## src/rtl/seg7_display_ctrl.sv

```systemverilog
// Write-only 32-bit hex display register, time-multiplexed onto an
// 8-digit common-anode seven-segment tube (active-low segments and anodes).
module seg7_display_ctrl #(
    parameter int SCAN_DIV = 100000,
    parameter int CNT_W    = (SCAN_DIV > 1) ? $clog2(SCAN_DIV) : 1
) (
    input  logic        clock,
    input  logic        reset,
    input  logic        dig_cs,
    input  logic        dig_write,
    input  logic [1:0]  dig_addr,
    input  logic [15:0] dig_wdata,
    output logic [7:0]  seg_out,
    output logic [7:0]  seg_en
);

    logic [31:0]      disp_reg;
    logic [CNT_W-1:0] scan_cnt;
    logic [2:0]       scan_idx;
    logic [3:0]       cur_nib;
    logic             scan_wrap;

    // Halfword address bit 0 carries no meaning for this slave.
    logic unused_addr_bit;
    assign unused_addr_bit = dig_addr[0];

    function automatic logic [6:0] hex7(input logic [3:0] nib);
        logic [6:0] seg;
        case (nib)
            4'h0: seg = 7'h40;
            4'h1: seg = 7'h79;
            4'h2: seg = 7'h24;
            4'h3: seg = 7'h30;
            4'h4: seg = 7'h19;
            4'h5: seg = 7'h12;
            4'h6: seg = 7'h02;
            4'h7: seg = 7'h78;
            4'h8: seg = 7'h00;
            4'h9: seg = 7'h10;
            4'hA: seg = 7'h08;
            4'hB: seg = 7'h03;
            4'hC: seg = 7'h46;
            4'hD: seg = 7'h21;
            4'hE: seg = 7'h06;
            default: seg = 7'h0E;
        endcase
        return seg;
    endfunction

    always_comb begin
        cur_nib   = disp_reg[4*scan_idx +: 4];
        scan_wrap = (scan_cnt == CNT_W'(SCAN_DIV - 1));
    end

    always_ff @(posedge clock) begin
        if (reset) begin
            disp_reg <= '0;
            scan_cnt <= '0;
            scan_idx <= '0;
            seg_en   <= '1;
            seg_out  <= '1;
        end else begin
            if (dig_cs && dig_write) begin
                if (dig_addr[1])
                    disp_reg[31:16] <= dig_wdata;
                else
                    disp_reg[15:0]  <= dig_wdata;
            end

            if (scan_wrap) begin
                scan_cnt <= '0;
                scan_idx <= scan_idx + 3'd1;
            end else begin
                scan_cnt <= scan_cnt + 1'b1;
            end

            // Outputs sample the pre-edge register, so a write is never forwarded.
            seg_en  <= ~(8'b1 << scan_idx);
            seg_out <= {1'b1, hex7(cur_nib)};
        end
    end

endmodule

```

## config.mk

```make
export PLATFORM = sky130hd
export DESIGN_NAME = seg7_display_ctrl
export DESIGN_NICKNAME = d
export VERILOG_FILES = /design/src/rtl/seg7_display_ctrl.sv
export SDC_FILE = /design/constraint.sdc
export NUM_CORES = 1
export LEC_CHECK = 0
export CORE_MARGIN = 1.5
export CORE_UTILIZATION = 55
export DETAILED_ROUTE_END_ITERATION = 10
export GPL_ROUTABILITY_DRIVEN = 1
export PLACE_DENSITY = 0.9
export SYNTH_ARGS = -nofsm -noshare
export SYNTH_HDL_FRONTEND = slang
export SYNTH_SLANG_ARGS = --single-unit
```

## constraint.sdc

```tcl
create_clock -name clock -period 3.2 [get_ports clock]
set_clock_uncertainty 0.15 [all_clocks]
set_input_delay 0.64 -clock clock [delete_from_list [all_inputs] [get_ports clock]]
set_output_delay 0.64 -clock clock [all_outputs]
set_load 0.01 [all_outputs]
```

# Yosys cells after proc, flatten, opt, wreduce, memory -nomap -nowiden
# Memory sizes are Yosys's and may differ from the RTL's. A register that Yosys moved wholly into a read port is not among the register bits.
# Cells that the tools add are included.
# Widths: inputs -> output; s select.
[classes]
bitwise_logic = 2
shifts = 2
reduce_logical = 4
n_addsub = 2
eq_ne = 1
[ops]
columns = ["op", "n"]
rows = [
  ["$shiftx 32x6->4", 1],
  ["$add 17x1->17 const B", 1],
  ["$eq 17x17->1 const B", 1],
  ["$not 8->8", 1],
  ["$shl 1x3->8 const A", 1],
  ["$reduce_and 2->1", 2],
  ["$add 3x1->3 const B", 1],
  ["$reduce_or 2->1", 1],
  ["$logic_and 1x1->1", 1],
  ["$not 1->1", 1],
]
[totals]
reg_bits = 61
n_memories = 1
mem_bits_ro = 112
wordCells = 18
in_bits = 22
[mem_list]
columns = ["name", "words", "width", "rd", "rd_clocked_by_memory_dff", "write_ports", "line_no", "source"]
rows = [
  ["(no name shown)", 16, 7, 1, 1, 0, "29", "case (nib)"],
]

# Logic depth before layout (Yosys ltp)
[depth]
word_depth = 2
ltp_mapped = 8
ltp_nobuf = 7

# Worst setup path after synthesis
# Ideal clock, no wire load.
[synth_timing]
kind = "register to register"
from = "reg scan_idx[0]"
to = "reg seg_out[0]"
path_slack_ns = 0.707
setup_ns = 0.124
t_arrival_ns = 2.219
t_required_ns = 2.926
n_path_buf = 1
stages_incl_launch_ff = 8
period_less_slack_ns = 2.493
path_cell_list = "dfxtp_1 buf_4 mux4_2 mux2_2 ha_1 a2111oi_0 a31o_2 nor3_1"
[synth_between]
elab_chain_cells = 1
[synth_rtl]
columns = ["item", "line_no", "source"]
rows = [
  ["start: declaration", "19", "logic [2:0] scan_idx;"],
  ["start signal: assignment", "72", "scan_idx <= scan_idx + 3'd1;"],
  ["$shiftx 32x6->4", "51", "cur_nib = disp_reg[4*scan_idx +: 4];"],
  ["end: declaration", "13", "output logic [7:0] seg_out,"],
]
# No other way between the ends.
# A chain may end at the register's enable or synchronous reset.

# Final worst setup path
# Same ends and word-level chain as after synthesis.

==> impl_metrics.yaml <==
status:
  outcome: "finished, final reports clean"
logic_synthesis:
  netlist_instances: 335
  yosys_most_used_dff: "dfxtp_1"
  ys_warn_count: 0
  synth_edf_count: 0
  async_reset_ff_share_pct: 0
  seq_area_frac_synth_pct: 45.5
  syn-num-nets: 370
  synth.avg_cell_area_um2: 8.80
  synth_seq_cells: 67
  synthesis.area_mm2: 0.00295
  ys_types: 44
min_path:
  hp-class: "flop to flop"
worst_setup_path:
  cp_top_family: "multiplexers"
  critPathMaxFanout: 9
  start_kind: "flop"
  worstPathRequired_ns: 3.27
  critPathSlowestCell: "dfxtp_1"
  critical_path_arrival_ns: 2.82
  worst-path-buf-inv: 0
  crit_chain: "mux4_2, mux2_2, ha_1, a2111oi_0, a31o_2, nor3_1"
  cp_slowest_stage_delay_ns: 0.65
  end_kind: "flop"
  crit_type: "flop to flop"
power_and_ir_drop:
  peakVddDrop_v: 0.000404
  pwr_density_cell_mw_per_mm2: 462
  leakagePower_uw: 0.00130
timing:
  setup_slack_ns: 0.452
  period_minus_slack_ns: 2.75
  min_period_over_period_pct: 85.9
  setup_tns_ns: 0
  finalSetupViolCount: 0
  worst_pin_slew_ns: 0.647
  slew_headroom_pct: 56.7
  fmax_mhz: 364
  finalHoldViolations: 0
  rsz0062_at_grt: "false"
  drv_slew: 0
die:
  rows: 26
  coreArea_mm2: 0.00514
  die_w_um: 76.2
  dieHeight_um: 76.2
  ios: 38
  dieArea_mm2: 0.00581
  initial_core_util_pct: 57.4
clock_tree:
  cts_buffers: 9
  cts_buffer_depth: 2
  clkLatencyLatePin_ns: 0.35
  ctsHoldBuffers: 0
  cts-htree-levels: 3
  clock-sinks: 67
  ctsResizeCount: 0
  post-cts-setup-buffer-count: 0
  tritoncts: "yes"
  clk_pin_slew_worst_paths_ns: 0.08
  clock-root-buffer: "clkbuf_8"
detailed_routing:
  avgRoutedWirePerCell_um: 13.3
  wl_mm: 5.88
  first_pass_iters: 4
  antenna_left: 0
  drt-vias-per-instance: 5.25
  via_count: 2315
  drt_iter0_drc: 107
  drc_errors: 0
finish:
  drive_above_1_share_pct: 9.16
  largest_register_ffs: 32
  multi_input_area_mm2: 0.00147
  num-fill-cells: 435
  seq_area_mm2: 0.00134
  n_antenna_cell: 0
  fin_nets: 401
  syn_to_final_growth_pct: 18.0
  instances_no_fill: 441
place:
  place_ws_ns: 0.486
  hpwl_mm: 4.13
  dp.cells: 425
  place_congestion: 0.878
  io_buffers: 35
global_routing:
  grt_pass1_wl_mm: 10.3
  grt_usage_pct: 22.4
  grt_pass1_vias: 2344
  grt_overflow: 0
  grt_max_degree: 34
  antenna_found_initial: 0
job:
  drv_cap: 0
## final timing paths
kind               startpoint  cells past startpoint           to  slack [ns]
setup reg to reg  scan_idx[0]                      6   seg_out[0]        0.45
hold / removal    scan_cnt[0]                      1  scan_cnt[0]        0.29
setup / recovery  scan_idx[0]                      6   seg_out[0]        0.45
hold reg to reg   scan_cnt[0]                      1  scan_cnt[0]        0.29
## layout by cell type (no fill, tap or decap), types with 2 or more instances in the layout
| cell type | n |
|---|---|
| nor2_1 | 34 |
| o311ai_0 | 2 |
| and3_1 | 5 |
| clkinvlp_4 | 3 |
| mux2_2 | 3 |
| buf_4 | 4 |
| nand3_1 | 3 |
| a21oi_1 | 33 |
| a31oi_1 | 2 |
| nand4_1 | 3 |
| nor4_1 | 2 |
| clkbuf_8 | 9 |
| mux4_2 | 6 |
| ha_1 | 13 |
| inv_1 | 10 |
| xor2_1 | 9 |
| o21ai_0 | 2 |
| mux2i_1 | 8 |
| a22oi_1 | 2 |
| clkdlybuf4s50_1 | 35 |
| nand2_1 | 85 |
| clkinv_2 | 2 |
| dfxtp_1 | 67 |
| nor2b_1 | 2 |
| xnor2_1 | 7 |
## routing by layer
layer  GRT usage [%]  routed length, um  vias to the layer above
met3            3.95                205                       11
met2            38.1               2940                       60
met4            12.4                138                        0
li1                -                  -                     1173
met5               0                  0                        -
met1            26.7               2590                     1071
## through the flow
step	util [%]	power (uW)	area, um2	hold slack [ns]
floorplan	-	958	2950	0.260
global placement	64.4	1010	3310	0.272
detailed placement	64.4	1010	3310	0.288
CTS	67.7	1620	3480	0.299
global route	67.7	1670	3480	0.326
finish	67.7	1610	3480	0.294
## synth_stat cells (all sizes together) (2+ instances only)
cell type	number	share of area, %
nand2	85	11
nand4	3	0.64
nor2b	2	0.42
mux4	6	4.6
a31oi	2	0.42
nand3	3	0.51
clkbuf	11	1.4
inv	10	1.3
o21ai	2	0.34
mux2i	9	3.2
xor2	9	2.7
ha	13	5.5
a21oi	33	5.6
nor2	34	4.3
o311ai	2	0.59
nor4	2	0.42
dfxtp	67	45
a22oi	2	0.51
buf	8	2.2
mux2	3	1.1
xnor2	7	2.1
or2	2	0.42
and3	5	1.1
## report_power, final
part           leakage (uW)  switching [uW]  internal [uW]
sequential         0.000546            11.4            858
clock             0.0000787             332            281
combinational      0.000673            63.3           63.1
## final cells by class
type                            instances  area share, %
Clock buffer                           10           3.67
Sequential cell                        67           38.5
Inverter                               10           1.08
Timing Repair Buffer                   39           10.9
Tap cell                               70           2.52
Multi-Input combinational cell        239           42.1
Clock inverter                          6           1.19
## cells by family (layout without fill, tap and decap cells)
group	after synthesis	after routing	share of synthesized area (%)
simple gates	144	144	21.2
other cells	1	1	0.127
xor+xnor	16	16	4.75
flops	67	67	45.5
buf+inv	29	65	4.84
compound gates	47	47	9.16
mux	18	18	8.91
fa+ha+maj	13	13	5.52
Power figures use the tool's default switching activity.
